[src/rtl/bcd_serial_subtractor.sv]
// Digit-serial BCD subtractor: computes |A - B| one digit per clock, LS digit first,
// with a sign flag; a negative raw result is corrected by a second ten's-complement pass.
module bcd_serial_subtractor #(
  parameter int NDIGITS = 4
) (
  input  logic                 clk_in,
  input  logic                 rst_in,
  input  logic                 start_in,
  input  logic [4*NDIGITS-1:0] a_in,
  input  logic [4*NDIGITS-1:0] b_in,
  output logic [4*NDIGITS-1:0] diff_out,
  output logic                 neg_out,
  output logic                 invalid_out,
  output logic                 busy_out,
  output logic                 done_out
);

  localparam int W  = 4 * NDIGITS;
  localparam int CW = (NDIGITS > 1) ? $clog2(NDIGITS) : 1;
  localparam logic [CW-1:0] LAST = CW'(NDIGITS - 1);

  typedef enum logic [1:0] {IDLE, RUN, NEG, DONE} state_t;

  state_t          state;
  logic [W-1:0]    a_reg;
  logic [W-1:0]    b_reg;
  logic [CW-1:0]   cnt;
  logic            borrow;

  logic [3:0]      min_d;
  logic [3:0]      sub_d;
  logic [4:0]      t;
  logic [3:0]      res_d;
  logic            res_borrow;

  function automatic logic has_bad_digit(input logic [W-1:0] v);
    logic bad;
    bad = 1'b0;
    for (int i = 0; i < NDIGITS; i++) begin
      if (v[4*i +: 4] > 4'd9) bad = 1'b1;
    end
    return bad;
  endfunction

  // One shared digit subtractor serves both passes: RUN computes a[i]-b[i], NEG
  // computes 0-d[i], which turns the wrapped result into its ten's complement.
  // NOTE: every always_comb output is assigned a default first so no latch is inferred.
  always_comb begin
    min_d = a_reg[4*cnt +: 4];
    sub_d = b_reg[4*cnt +: 4];
    if (state == NEG) begin
      min_d = 4'd0;
      sub_d = diff_out[4*cnt +: 4];
    end
    t          = {1'b0, min_d} - {1'b0, sub_d} - {4'b0, borrow};
    res_borrow = t[4];
    res_d      = res_borrow ? 4'(t + 5'd10) : t[3:0];
  end

  // NOTE: all state is updated with non-blocking assignments so every register
  // samples pre-edge values, independent of statement order.
  always_ff @(posedge clk_in) begin
    // NOTE: the operand latches are reset along with the control state; they are
    // only a few flops, and this keeps the block free of X after reset.
    if (rst_in) begin
      state       <= IDLE;
      a_reg       <= '0;
      b_reg       <= '0;
      cnt         <= '0;
      borrow      <= 1'b0;
      diff_out    <= '0;
      neg_out     <= 1'b0;
      invalid_out <= 1'b0;
      busy_out    <= 1'b0;
      done_out    <= 1'b0;
    end else begin
      case (state)
        IDLE: begin
          done_out <= 1'b0;
          if (start_in) begin
            a_reg    <= a_in;
            b_reg    <= b_in;
            cnt      <= '0;
            borrow   <= 1'b0;
            diff_out <= '0;
            neg_out  <= 1'b0;
            if (has_bad_digit(a_in) || has_bad_digit(b_in)) begin
              invalid_out <= 1'b1;
              done_out    <= 1'b1;
              state       <= DONE;
            end else begin
              invalid_out <= 1'b0;
              busy_out    <= 1'b1;
              state       <= RUN;
            end
          end
        end

        RUN: begin
          diff_out[4*cnt +: 4] <= res_d;
          if (cnt == LAST) begin
            cnt    <= '0;
            borrow <= 1'b0;
            if (res_borrow) begin
              // A < B: the stored digits are A - B + 10^N; fix them up in place.
              neg_out <= 1'b1;
              state   <= NEG;
            end else begin
              busy_out <= 1'b0;
              done_out <= 1'b1;
              state    <= DONE;
            end
          end else begin
            cnt    <= cnt + 1'b1;
            borrow <= res_borrow;
          end
        end

        NEG: begin
          diff_out[4*cnt +: 4] <= res_d;
          if (cnt == LAST) begin
            cnt      <= '0;
            borrow   <= 1'b0;
            busy_out <= 1'b0;
            done_out <= 1'b1;
            state    <= DONE;
          end else begin
            cnt    <= cnt + 1'b1;
            borrow <= res_borrow;
          end
        end

        DONE: begin
          done_out <= 1'b0;
          state    <= IDLE;
        end

        default: begin
          busy_out <= 1'b0;
          done_out <= 1'b0;
          state    <= IDLE;
        end
      endcase
    end
  end

endmodule
[config.mk]
export PLATFORM = sky130hd
export DESIGN_NAME = bcd_serial_subtractor
export DESIGN_NICKNAME = d
export VERILOG_FILES = /design/src/rtl/bcd_serial_subtractor.sv
export SDC_FILE = /design/constraint.sdc
export NUM_CORES = 1
export LEC_CHECK = 0
export CORE_MARGIN = 1
export CORE_UTILIZATION = 50
export CTS_BUF_LIST = sky130_fd_sc_hd__clkbuf_16
export DETAILED_ROUTE_END_ITERATION = 7
export HOLD_SLACK_MARGIN = 0.1
export PLACE_DENSITY = 0.77
export SLEW_MARGIN = 40
export SYNTH_ARGS = -nofsm -noshare
export SYNTH_HDL_FRONTEND = slang
export SYNTH_SLANG_ARGS = --single-unit
[constraint.sdc]
create_clock -name clk_in -period 7.15 [get_ports clk_in]
set_input_delay 1.43 -clock clk_in [delete_from_list [all_inputs] [get_ports clk_in]]
set_output_delay 1.43 -clock clk_in [all_outputs]
set_load 0.05 [all_outputs]
==> results of run 1 <==
-- logic make-up (layout without fill, tap and decap cells) --
logic type	count (synthesis)	in the layout	share of synthesized area
muxes	14	14	0.0984
AOI/OAI and AO/OA	91	91	0.178
adders and majority gates	16	16	0.0708
DFF	57	57	0.376
buffers and inverters	34	82	0.0465
xor gates and xnor gates	3	3	0.0157
and+or+nand+nor	140	140	0.215
-- layer usage --
| layer | wire (microns) | track usage | up-vias |
|---|---|---|---|
| met5 | 0 | 0 | - |
| met4 | 168 | 0.129 | 0 |
| met3 | 545 | 0.0491 | 13 |
| met2 | 3710 | 0.415 | 111 |
| met1 | 3300 | 0.344 | 1296 |
| li1 | - | - | 1329 |
-- stage by stage --
step / hold WS, ps / utilization / instances / total power, W / area (sq um)
3_3_place_gp: 440 / 0.607 / 463 / 0.00126 / 3570
5_1_grt: 474 / 0.655 / 478 / 0.00179 / 3860
6_report: 455 / 0.655 / 478 / 0.00169 / 3860
3_5_place_dp: 448 / 0.608 / 463 / 0.00128 / 3580
2_1_floorplan: 432 / - / 355 / 0.00108 / 3040
4_1_cts: 453 / 0.655 / 478 / 0.00168 / 3860
-- cells in the final DEF, fill, tap and decap left out, types with 9 or more instances in the layout --
| master | n |
|---|---|
| sky130_fd_sc_hd__a21oi_1 | 44 |
| sky130_fd_sc_hd__nor2_1 | 19 |
| sky130_fd_sc_hd__o21ai_0 | 13 |
| sky130_fd_sc_hd__nand2_1 | 84 |
| sky130_fd_sc_hd__mux4_2 | 10 |
| sky130_fd_sc_hd__dfxtp_1 | 56 |
| sky130_fd_sc_hd__clkbuf_16 | 9 |
| sky130_fd_sc_hd__ha_1 | 14 |
| sky130_fd_sc_hd__clkdlybuf4s50_1 | 53 |
| sky130_fd_sc_hd__inv_1 | 13 |
| sky130_fd_sc_hd__nand2b_1 | 9 |
-- area by class of cell --
cell class                      count  share of cell area
Clock buffer                        9              0.0584
Multi-Input combinational cell    264               0.456
Inverter                           13              0.0127
Timing Repair Buffer               54               0.139
Sequential cell                    57               0.296
Clock inverter                      6              0.0130
Tap cell                           75              0.0243
-- final timing paths --
path / start / end / slack, ps / cells after the start
setup reg to reg: state[0] / diff_out[3] / 3460 / 14
setup / recovery: state[0] / diff_out[3] / 3460 / 14
hold reg to reg: a_reg[12] / a_reg[12] / 460 / 2
hold / removal: a_reg[12] / a_reg[12] / 460 / 2
-- cell usage after synthesis (all sizes together) (8+ instances only) --
cell type  instances  area share
nand2b             9       0.019
mux4              12       0.091
a22oi              8       0.020
a21oi             45       0.075
ha                14       0.058
inv               13       0.016
clkbuf            16       0.020
dfxtp             57        0.38
nand2             85        0.11
nor2              19       0.023
o21ai             20       0.034
-- where the power goes --
group	internal (W)	total [W]	switching, W	leakage (nW)
Combinational	0.000335	0.000857	0.000522	0.850
Sequential	0.000375	0.000434	0.0000581	0.465
Clock	0.000261	0.000397	0.000136	0.135
Total	0.000972	0.00169	0.000716	1.45
-- worst min-delay path: cells and delay by family, from the launching register on --
family	cells	cell delay [ps]
AO/OA/AOI/OAI	1	50
AND/OR/NAND/NOR	1	50
flip-flops	1	310
==> metrics.log, run 1 <==
INFO  metric cp_slowest_cell = sky130_fd_sc_hd__ha_1
INFO  metric worst_setup_hold_path_clk_slew = 50 ps
INFO  metric layout-drive-gt1-share = 0.0844
INFO  metric finalWeightedCongestion = 0.918
INFO  metric drt_iter0_drc = 217
INFO  metric netlist-cell-type-count = 49
INFO  metric synth.cell_area = ~3000 sq um
INFO  metric synth_flop_cell = sky130_fd_sc_hd__dfxtp_1
INFO  metric routed_wl = about 7700 microns
INFO  metric numPortBuffers = 54
INFO  metric drcViolationCount = 0
INFO  metric p_leak = 1.45 nW
INFO  metric max-slew-margin-rel = 0.580
INFO  metric vdd.ir_drop.worst = 327 uV
INFO  metric clock_skew = 3.99 ps
INFO  metric critical_path_startpoint_category = register
INFO  metric top_level_port_count = 55
INFO  metric first_global_vias = 2537
INFO  metric clock_network_latency_to_the_later_pin_of_the_worst_skew_pair = 320 ps
INFO  metric number_of_enable_flip_flop_cells_after_synthesis = 0
INFO  metric timing.setup.tns = 0 ps
INFO  metric htree_levels = 3
INFO  metric std_cell_rows = 28
INFO  metric outcome = finished, final reports clean
INFO  metric number_of_buffers_created_by_cts = 9
INFO  metric grt.overflow.total = 0
INFO  metric timing.final.crit_period = roughly 3700 ps
INFO  metric syn2layout_area_growth = 27.0%
INFO  metric seq_area_frac_synth = 0.376
INFO  metric setup-violations-final = 0
INFO  metric wl_per_cell = around 16 microns
INFO  metric postSynthRegisterBits = 57
INFO  metric detailed_place_hpwl = 5660 microns
INFO  metric largest_net_degree_at_the_start_of_global_routing = 63
INFO  metric num_antenna_cells = 0
INFO  metric vias_per_cell = ~5.8
INFO  metric yosysWarningCount = 0
INFO  metric syn_avg_cell_area = 8.56 sq um
INFO  metric fmax = around 0.27 GHz
INFO  metric core_region_area = 5890 sq um
INFO  metric path_cells = inv_1 -> ha_1 -> mux4_2 -> nand2_1 -> nand2_1 -> fa_1 -> inv_1 -> fa_1 -> ha_1 -> nor3_1 -> a31oi_1 -> o211ai_1 -> xnor2_2 -> o21ai_1
INFO  metric setup.worst_path.end_class = register
INFO  metric synth_async_sr_flop_share = 0
INFO  metric layout_worst_path_cycle_share = 0.516
INFO  metric setup_repair_after_global_routing_missed_its_margin = no
INFO  metric synthesized_netlist_net_count = between 400 and 500
INFO  metric worstMarginPinSlew = 624 ps
INFO  metric design.die.area = between 6000 and 7000 sq um
INFO  metric area_of_combinational_cells_with_multiple_inputs = 1760 sq um
INFO  metric max_cap_violations = 0
INFO  metric cts_resized = 0
INFO  metric antenna_left = 0
INFO  metric final_hold_viol_count = 0
INFO  metric syn-instance-count = 355
INFO  metric cp.arrival = around 3900 ps
INFO  metric setup.worst_path.class = reg2reg
INFO  metric min_path_type = reg2reg
INFO  metric worst_ep_required_time = 7360 ps
INFO  metric floorplan.die.height = 79.9 microns
INFO  metric die_x = 79.9 microns
INFO  metric firstDrtPassIters = 5
INFO  metric cts_root_buffer = sky130_fd_sc_hd__clkbuf_16
INFO  metric power.density_cell_area = 438 nW/um^2
INFO  metric grt_antenna_before_repair = 0
INFO  metric postCtsSetupRepairBufs = 0
INFO  metric critical_path_buf_inv_count = 2
INFO  metric fillerInstances = 497
INFO  metric timing.critical_path.max_delay_family = adder cells
INFO  metric clock_tree_from_tritoncts = built
INFO  metric pre_cts_ws = 3390 ps
INFO  metric final_max_slew_viol_count = 0
INFO  metric via_count = 2749
INFO  metric worst-path-max-fanout = 15
INFO  metric initial_core_util = 0.516
INFO  metric cts-hold-fix-buffers = 0
INFO  metric storage_element_area = roughly 1100 sq um
INFO  metric grt_first_pass_wirelength = about 12000 microns
INFO  metric timing.critical_path.slowest_cell_delay = 570 ps
INFO  metric clk_path_buf_depth = 2
INFO  metric nNetsFinal = 450
INFO  metric cts_sinks = 57
INFO  metric grt.total_usage = 0.263
INFO  metric setup_ws = about 3500 ps
Power figures use the tool's default switching activity.
==> inputs of run 2 (changes only) <==
Settings changed: CORE_UTILIZATION 50 to 47, PLACE_DENSITY 0.77 to 0.76.
Clock period 7.15 ns to 3.1 ns, I/O delays scaled along.
==> run 2 against run 1 <==
  * Register-to-register slack worse by 3400 ps
  * Cell count grew 3.8%
  * Die area up 6.2%
  * Sequential share of layout area shrank 1.4 points
  * Sequential power increased by 120%
  * Core utilization rose by 1.4 points
  * Worst setup slack got worse by 3400 ps
  * Largest cell class unchanged
==> metrics.log, run 2 (synthesized netlist as in run 1, its figures left out) <==
INFO  metric min_path_type = reg2reg
INFO  metric fillerInstances = 486 (-2.2%)
INFO  metric vias_per_cell = 5.73 (-0.40%)
INFO  metric worst_hold_path.num_cells = 2 (unchanged)
INFO  metric grt_util_met3 = 0.0648 (+0.0157)
INFO  metric core_region_area = 6060 sq um (+3.0%)
INFO  metric clock_skew = 4.78 ps (+0.789 ps)
INFO  metric final_hold_viol_count = 0 (unchanged)
INFO  metric setup-violations-final = 0 (unchanged)
INFO  metric via_count = 2841 (+3.3%)
INFO  metric critical_path_startpoint_category = register
INFO  metric syn2layout_area_growth = 33.6%
INFO  metric largest_net_degree_at_the_start_of_global_routing = 38 (-40%)
INFO  metric grt_first_pass_wirelength = 12600 microns (+2.5%)
INFO  metric final_max_slew_viol_count = 0 (unchanged)
INFO  metric std_cell_rows = 28 (unchanged)
INFO  metric regToRegEndpoint = diff_out[11]
INFO  metric p_leak = 1.54 nW (+6.2%)
INFO  metric grt.overflow.total = 0 (unchanged)
INFO  metric wl_per_cell = 16.7 microns (+3.4%)
INFO  metric power.density_cell_area = 1030 nW/um^2 (+140%)
INFO  metric drcViolationCount = 0 (unchanged)
INFO  metric reg2reg_depth = 12 (-2)
INFO  metric vdd.ir_drop.worst = 813 uV (+150%)
INFO  metric layout_worst_path_cycle_share = 0.986 (+0.470)
INFO  metric worst_ep_required_time = 3310 ps (-4050 ps)
INFO  metric final_cell_area = 4060 sq um (+5.2%)
INFO  metric fmax = 0.327 GHz (+21%)
INFO  metric antenna_left = 0 (unchanged)
INFO  metric clock_network_latency_to_the_later_pin_of_the_worst_skew_pair = 330 ps (about the same)
INFO  metric max-slew-margin-rel = 0.578 (-0.00167)
INFO  metric num_antenna_cells = 0 (unchanged)
INFO  metric floorplan.die.height = 82.4 microns (+3.1%)
INFO  metric pre_cts_ws = -91.6 ps (-3490 ps)
INFO  metric worstMarginPinSlew = 633 ps (+9.09 ps)
INFO  metric hp-start = a_reg[2]
INFO  metric hold_ws = 454 ps (-1.46 ps)
INFO  metric worst-path-max-fanout = 7 (-8)
INFO  metric min_delay_worst_endpoint = a_reg[2]
INFO  metric clk_path_buf_depth = 2 (unchanged)
INFO  metric timing.final.crit_period = 3060 ps (-633 ps)
INFO  metric firstDrtPassIters = 4 (-1)
INFO  metric top_level_port_count = 55 (unchanged)
INFO  metric initial_core_util = 0.501 (-0.0149)
INFO  metric grt_antenna_before_repair = 0 (unchanged)
INFO  metric first_global_vias = 2565 (+1.1%)
INFO  metric numPortBuffers = 54 (unchanged)
INFO  metric setup.worst_path.class = reg2reg
INFO  metric drt_iter0_drc = 304 (+40%)
INFO  metric reg2reg_setup_slack = 40 ps (-3420 ps)
INFO  metric mostFrequentLayoutCells = sky130_fd_sc_hd__nand2_1 (83), sky130_fd_sc_hd__dfxtp_1 (55), sky130_fd_sc_hd__clkdlybuf4s50_1 (53)
INFO  metric finalWeightedCongestion = 0.914 (-0.49%)
INFO  metric setup_ws = 43.4 ps (-3420 ps)
INFO  metric number_of_buffers_created_by_cts = 9 (unchanged)
INFO  metric htree_levels = 3 (unchanged)
INFO  metric cp.arrival = 3260 ps (-640 ps)
INFO  metric cts_root_buffer = sky130_fd_sc_hd__clkbuf_16
INFO  metric routed_wl = 8290 microns (+7.3%)
INFO  metric max_cap_violations = 0 (unchanged)
INFO  metric grt.total_usage = 0.260 (-0.00266)
INFO  metric dpl_cell_area = 3680 sq um (+2.8%)
INFO  metric setup.worst_path.end_class = register
INFO  metric detailed_place_hpwl = 5980 microns (+5.6%)
INFO  metric use_met1 = 0.328 (-0.0162)
INFO  metric worst_setup_hold_path_clk_slew = 50 ps (about the same)
INFO  metric design.die.area = 6790 sq um (+6.2%)
INFO  metric outcome = finished, final reports clean
INFO  metric final_common_cell = sky130_fd_sc_hd__nand2_1
INFO  metric nNetsFinal = 468 (+4.0%)
INFO  metric cts_sinks = 57 (unchanged)
INFO  metric die_x = 82.4 microns (+3.1%)
INFO  metric setup_repair_after_global_routing_missed_its_margin = yes
INFO  metric layout-drive-gt1-share = 0.147 (+0.0629)
INFO  metric startpoint_of_the_worst_register_to_register_path = cnt[0]
INFO  metric grt_busiest_layer = met2
INFO  metric clock_tree_from_tritoncts = built
INFO  metric gr-usage-met2 = 0.421 (+0.00528)
## run 2: changes by cell type in the layout (fill, tap and decap cells not counted), moves of 2 or more
cell                       change
sky130_fd_sc_hd__inv_1         +3
sky130_fd_sc_hd__ha_1          -3
sky130_fd_sc_hd__fa_2          +2
sky130_fd_sc_hd__ha_4          +3
sky130_fd_sc_hd__inv_2         +2
sky130_fd_sc_hd__clkinv_1      -3
sky130_fd_sc_hd__fa_1          -2
sky130_fd_sc_hd__buf_4        +16
## run 2: worst max-delay path, cell delays in order (launching register included)
cell and delay, ps:
sky130_fd_sc_hd__dfxtp_4 400, sky130_fd_sc_hd__mux4_2 520, sky130_fd_sc_hd__nand2_2 90, sky130_fd_sc_hd__nand2_2 50
sky130_fd_sc_hd__fa_2 330, sky130_fd_sc_hd__inv_2 80, sky130_fd_sc_hd__fa_2 480, sky130_fd_sc_hd__ha_4 200
sky130_fd_sc_hd__nor3_4 160, sky130_fd_sc_hd__a31oi_1 60, sky130_fd_sc_hd__o211ai_1 260, sky130_fd_sc_hd__xnor2_2 190
sky130_fd_sc_hd__o21ai_1 110
## run 2: worst max path at each step
stage / endpoint / startpoint / cells past startpoint / slack [ps]
6_report: diff_out[11] / cnt[0] / 12 / 40
5_1_grt: diff_out[3] / cnt[0] / 12 / -60
4_1_cts: diff_out[11] / cnt[0] / 12 / 10
3_5_place_dp: diff_out[11] / state[0] / 14 / -90
3_3_place_gp: diff_out[3] / state[0] / 14 / 60
2_1_floorplan: diff_out[11] / state[0] / 16 / 20
## run 2: repair_timing
action | CTS | global route
buffers inserted | 0 | 6
gates resized for setup | 2 | 14
setup endpoints to repair | 4 | 9
hold buffers | 0 | 0
pin swaps | 0 | 13
gates cloned | 0 | 0
## run 2: power breakdown
group | internal [W] | switching (W)
logic | 0.00103 | 0.00137
registers | 0.000870 | 0.000106
clock network | 0.000515 | 0.000305
total | 0.00242 | 0.00178
## run 2: layout make-up
cell class / instances / area, sq um / share of cell area
clock buffers: 9 / 225 / 0.0555
clock inverters: 6 / 22.5 / 0.00555
multi-input cells: 264 / 1850 / 0.457
inverters: 13 / 48.8 / 0.0120
well taps: 75 / 93.8 / 0.0231
repair buffers: 72 / 668 / 0.165
flip-flops and latches: 57 / 1150 / 0.282
## run 2: metrics by stage
step / util / power [W] / setup TNS, ps / instances
finish: 0.669 / 0.00420 / 0 / 496
global route: 0.669 / 0.00447 / -426 / 496
CTS: 0.650 / 0.00397 / 0 / 490
detailed placement: 0.607 / 0.00311 / -320 / 475
global placement: 0.607 / 0.00306 / 0 / 475
floorplan: - / 0.00256 / 0 / 355
## run 2: layer usage
| layer | vias to the layer above | part of all wire | wire (microns) |
|---|---|---|---|
| met5 | - | 0 | 0 |
| met4 | 0 | 0.026 | 216 |
| met3 | 18 | 0.069 | 572 |
| met2 | 119 | 0.49 | 4060 |
| met1 | 1341 | 0.42 | 3440 |
| li1 | 1363 | - | - |
==> inputs of run 3 (changes only) <==
Settings changed: RECOVER_POWER set to 100.
==> run 3 against run 2 <==
  * Clock power hardly changed
  * Core utilization decreased by 0.25 points
  * Final area decreased by 0.37%
  * Worst setup slack improved by 2.8 ps
  * Combinational power hardly changed
==> metrics.log, run 3 (synthesized netlist as in run 1, its figures left out) <==
INFO  metric outcome = finished, final reports clean
INFO  metric grt_util_met3 = 0.0648 (unchanged)
INFO  metric min_delay_worst_endpoint = a_reg[2]
INFO  metric final_cell_area = 4040 sq um (-0.37%)
INFO  metric cts_root_buffer = sky130_fd_sc_hd__clkbuf_16
INFO  metric antenna_left = 0 (unchanged)
INFO  metric combPwrFrac = 0.570 (-0.002)
INFO  metric vdd.ir_drop.worst = 804 uV (-1.1%)
INFO  metric wl_per_cell = 16.7 microns (+0.16%)
INFO  metric worst_hold_path.num_cells = 2 (unchanged)
INFO  metric fmax = 0.327 GHz (about the same)
INFO  metric p_leak = 1.57 nW (+2.0%)
INFO  metric setup_ws = 46.1 ps (+2.75 ps)
INFO  metric netSwitchingFraction = 0.427 (+0.00219)
INFO  metric core_region_area = 6060 sq um (unchanged)
INFO  metric grt_first_pass_wirelength = 12600 microns (unchanged)
INFO  metric path_cells = mux4_2 -> nand2_2 -> nand2_2 -> fa_2 -> inv_2 -> fa_2 -> ha_4 -> nor3_4 -> a31oi_1 -> o211ai_1 -> xnor2_2 -> o21ai_1
INFO  metric first_global_vias = 2565 (unchanged)
INFO  metric regToRegEndpoint = diff_out[11]
INFO  metric fillerInstances = 491 (+1.0%)
INFO  metric setup_repair_after_global_routing_missed_its_margin = yes
INFO  metric final_hold_viol_count = 0 (unchanged)
INFO  metric dpl_cell_area = 3680 sq um (unchanged)
INFO  metric vias_per_cell = 5.74 (+0.18%)
INFO  metric drt_iter0_drc = 229 (-25%)
INFO  metric startpoint = cnt[0]
INFO  metric totalPowerFinal = 0.00417 W (-0.60%)
INFO  metric layout-drive-gt1-share = 0.140 (-0.00713)
INFO  metric max_cap_violations = 0 (unchanged)
INFO  metric initial_core_util = 0.501 (unchanged)
INFO  metric share_clk_of_total_power = 0.197 (+0.002)
INFO  metric grt_busiest_layer = met2
INFO  metric grt.overflow.total = 0 (unchanged)
INFO  metric setup-violations-final = 0 (unchanged)
INFO  metric worst_ep_required_time = 3310 ps (about the same)
INFO  metric final_common_cell = sky130_fd_sc_hd__nand2_1
INFO  metric top_level_port_count = 55 (unchanged)
INFO  metric worst_setup_hold_path_clk_slew = 50 ps (about the same)
INFO  metric worst-path-max-fanout = 7 (unchanged)
INFO  metric die_x = 82.4 microns (unchanged)
INFO  metric min_path_type = reg2reg
INFO  metric hp-start = a_reg[2]
INFO  metric largest_net_degree_at_the_start_of_global_routing = 38 (unchanged)
INFO  metric design.die.area = 6790 sq um (unchanged)
INFO  metric grt_antenna_before_repair = 0 (unchanged)
INFO  metric reg2reg_depth = 12 (unchanged)
INFO  metric timing.critical_path.slowest_cell_delay = 520 ps (about the same)
INFO  metric clock_tree_from_tritoncts = built
INFO  metric htree_levels = 3 (unchanged)
INFO  metric power_switching = 0.00178 W (about the same)
INFO  metric grt.total_usage = 0.260 (unchanged)
INFO  metric num_antenna_cells = 0 (unchanged)
INFO  metric numPortBuffers = 54 (unchanged)
INFO  metric clk_path_buf_depth = 2 (unchanged)
INFO  metric final_max_slew_viol_count = 0 (unchanged)
INFO  metric critical_path_startpoint_category = register
INFO  metric mostFrequentLayoutCells = sky130_fd_sc_hd__nand2_1 (83), sky130_fd_sc_hd__dfxtp_1 (55), sky130_fd_sc_hd__a21oi_1 (44)
INFO  metric syn2layout_area_growth = 33.1%
INFO  metric setup.worst_path.end_class = register
INFO  metric use_met1 = 0.328 (unchanged)
INFO  metric cts_sinks = 57 (unchanged)
INFO  metric floorplan.die.height = 82.4 microns (unchanged)
INFO  metric max-slew-margin-rel = 0.0920 (-0.486)
INFO  metric setup.worst_path.class = reg2reg
INFO  metric worstMarginPinSlew = 1360 ps (+729 ps)
INFO  metric cp.arrival = 3260 ps (about the same)
INFO  metric firstDrtPassIters = 4 (unchanged)
INFO  metric cp_slowest_cell = sky130_fd_sc_hd__mux4_2
INFO  metric drcViolationCount = 0 (unchanged)
INFO  metric startpoint_of_the_worst_register_to_register_path = cnt[0]
INFO  metric power_frac_seq = 0.233 (about the same)
INFO  metric pre_cts_ws = -91.6 ps (unchanged)
INFO  metric gr-usage-met2 = 0.421 (unchanged)
INFO  metric power.internal = 0.00239 W (-0.98%)
INFO  metric finalWeightedCongestion = 0.914 (unchanged)
INFO  metric nNetsFinal = 468 (unchanged)
INFO  metric clock_skew = 4.94 ps (+0.158 ps)
INFO  metric clock_network_latency_to_the_later_pin_of_the_worst_skew_pair = 330 ps (about the same)
INFO  metric std_cell_rows = 28 (unchanged)
INFO  metric layout_worst_path_cycle_share = 0.985 (about the same)
INFO  metric number_of_buffers_created_by_cts = 9 (unchanged)
INFO  metric routed_wl = 8300 microns (+0.16%)
INFO  metric detailed_place_hpwl = 5980 microns (unchanged)
INFO  metric reg2reg_setup_slack = 50 ps (about the same)
INFO  metric power.density_cell_area = 1030 nW/um^2 (-0.23%)
INFO  metric timing.final.crit_period = 3050 ps (-2.75 ps)
INFO  metric via_count = 2846 (+0.18%)
## run 3: per-stage QoR
| stage | util | std cells | hold slack, ps | setup TNS [ps] |
|---|---|---|---|---|
| CTS | 0.650 | 490 | 456 | 0 |
| finish | 0.667 | 496 | 454 | 0 |
| global route | 0.667 | 496 | 475 | -426 |
| floorplan | - | 355 | 432 | 0 |
| detailed placement | 0.607 | 475 | 447 | -320 |
| global placement | 0.607 | 475 | 440 | 0 |
## run 3: layer usage
metal / vias up / share of wire / wire length (microns)
li1: 1363 / - / -
met1: 1359 / 0.42 / 3460
met2: 107 / 0.50 / 4120
met3: 17 / 0.065 / 542
met4: 0 / 0.023 / 189
met5: - / 0 / 0
## run 3: timing repair
action | 4_1_cts | 5_1_grt
setup endpoints to repair | 4 | 9
endpoints found under the hold margin | 0 | 0
hold buffers | 0 | 0
pin swaps | 0 | 13
gates resized for setup | 2 | 14
setup buffers | 0 | 6
## run 3: worst max path at each step
stage | endpoint | slack, ps | cells past startpoint
floorplan | diff_out[11] | 20 | 16
global placement | diff_out[3] | 60 | 14
detailed placement | diff_out[11] | -90 | 14
CTS | diff_out[11] | 10 | 12
global route | diff_out[3] | -60 | 12
finish | diff_out[11] | 50 | 12
## run 3: power by group through the flow
stage | combinational [W] | sequential, W | clock [W]
after CTS | 0.00215 | 0.000985 | 0.000834
after detailed placement | 0.00212 | 0.000992 | 0
after global routing | 0.00260 | 0.000988 | 0.000863
after floorplan | 0.00150 | 0.00106 | 0
final | 0.00238 | 0.000974 | 0.000821
after global placement | 0.00207 | 0.000985 | 0
## run 3: cell type report
class / count / area (sq um) / area share
Inverter: 13 / 48.8 / 0.0121
Sequential cell: 57 / 1150 / 0.284
Tap cell: 75 / 93.8 / 0.0232
Multi-Input combinational cell: 264 / 1850 / 0.457
Clock inverter: 6 / 22.5 / 0.00557
Clock buffer: 9 / 225 / 0.0557
Timing Repair Buffer: 72 / 661 / 0.163
## run 3: critical path, delay by kind of cell (launching register included)
family | cells | cell delay, ps
compound gates | 3 | 430
xor+xnor | 1 | 190
fa+ha+maj | 3 | 1010
buf+inv | 1 | 80
flops | 1 | 400
mux | 1 | 520
simple gates | 3 | 300
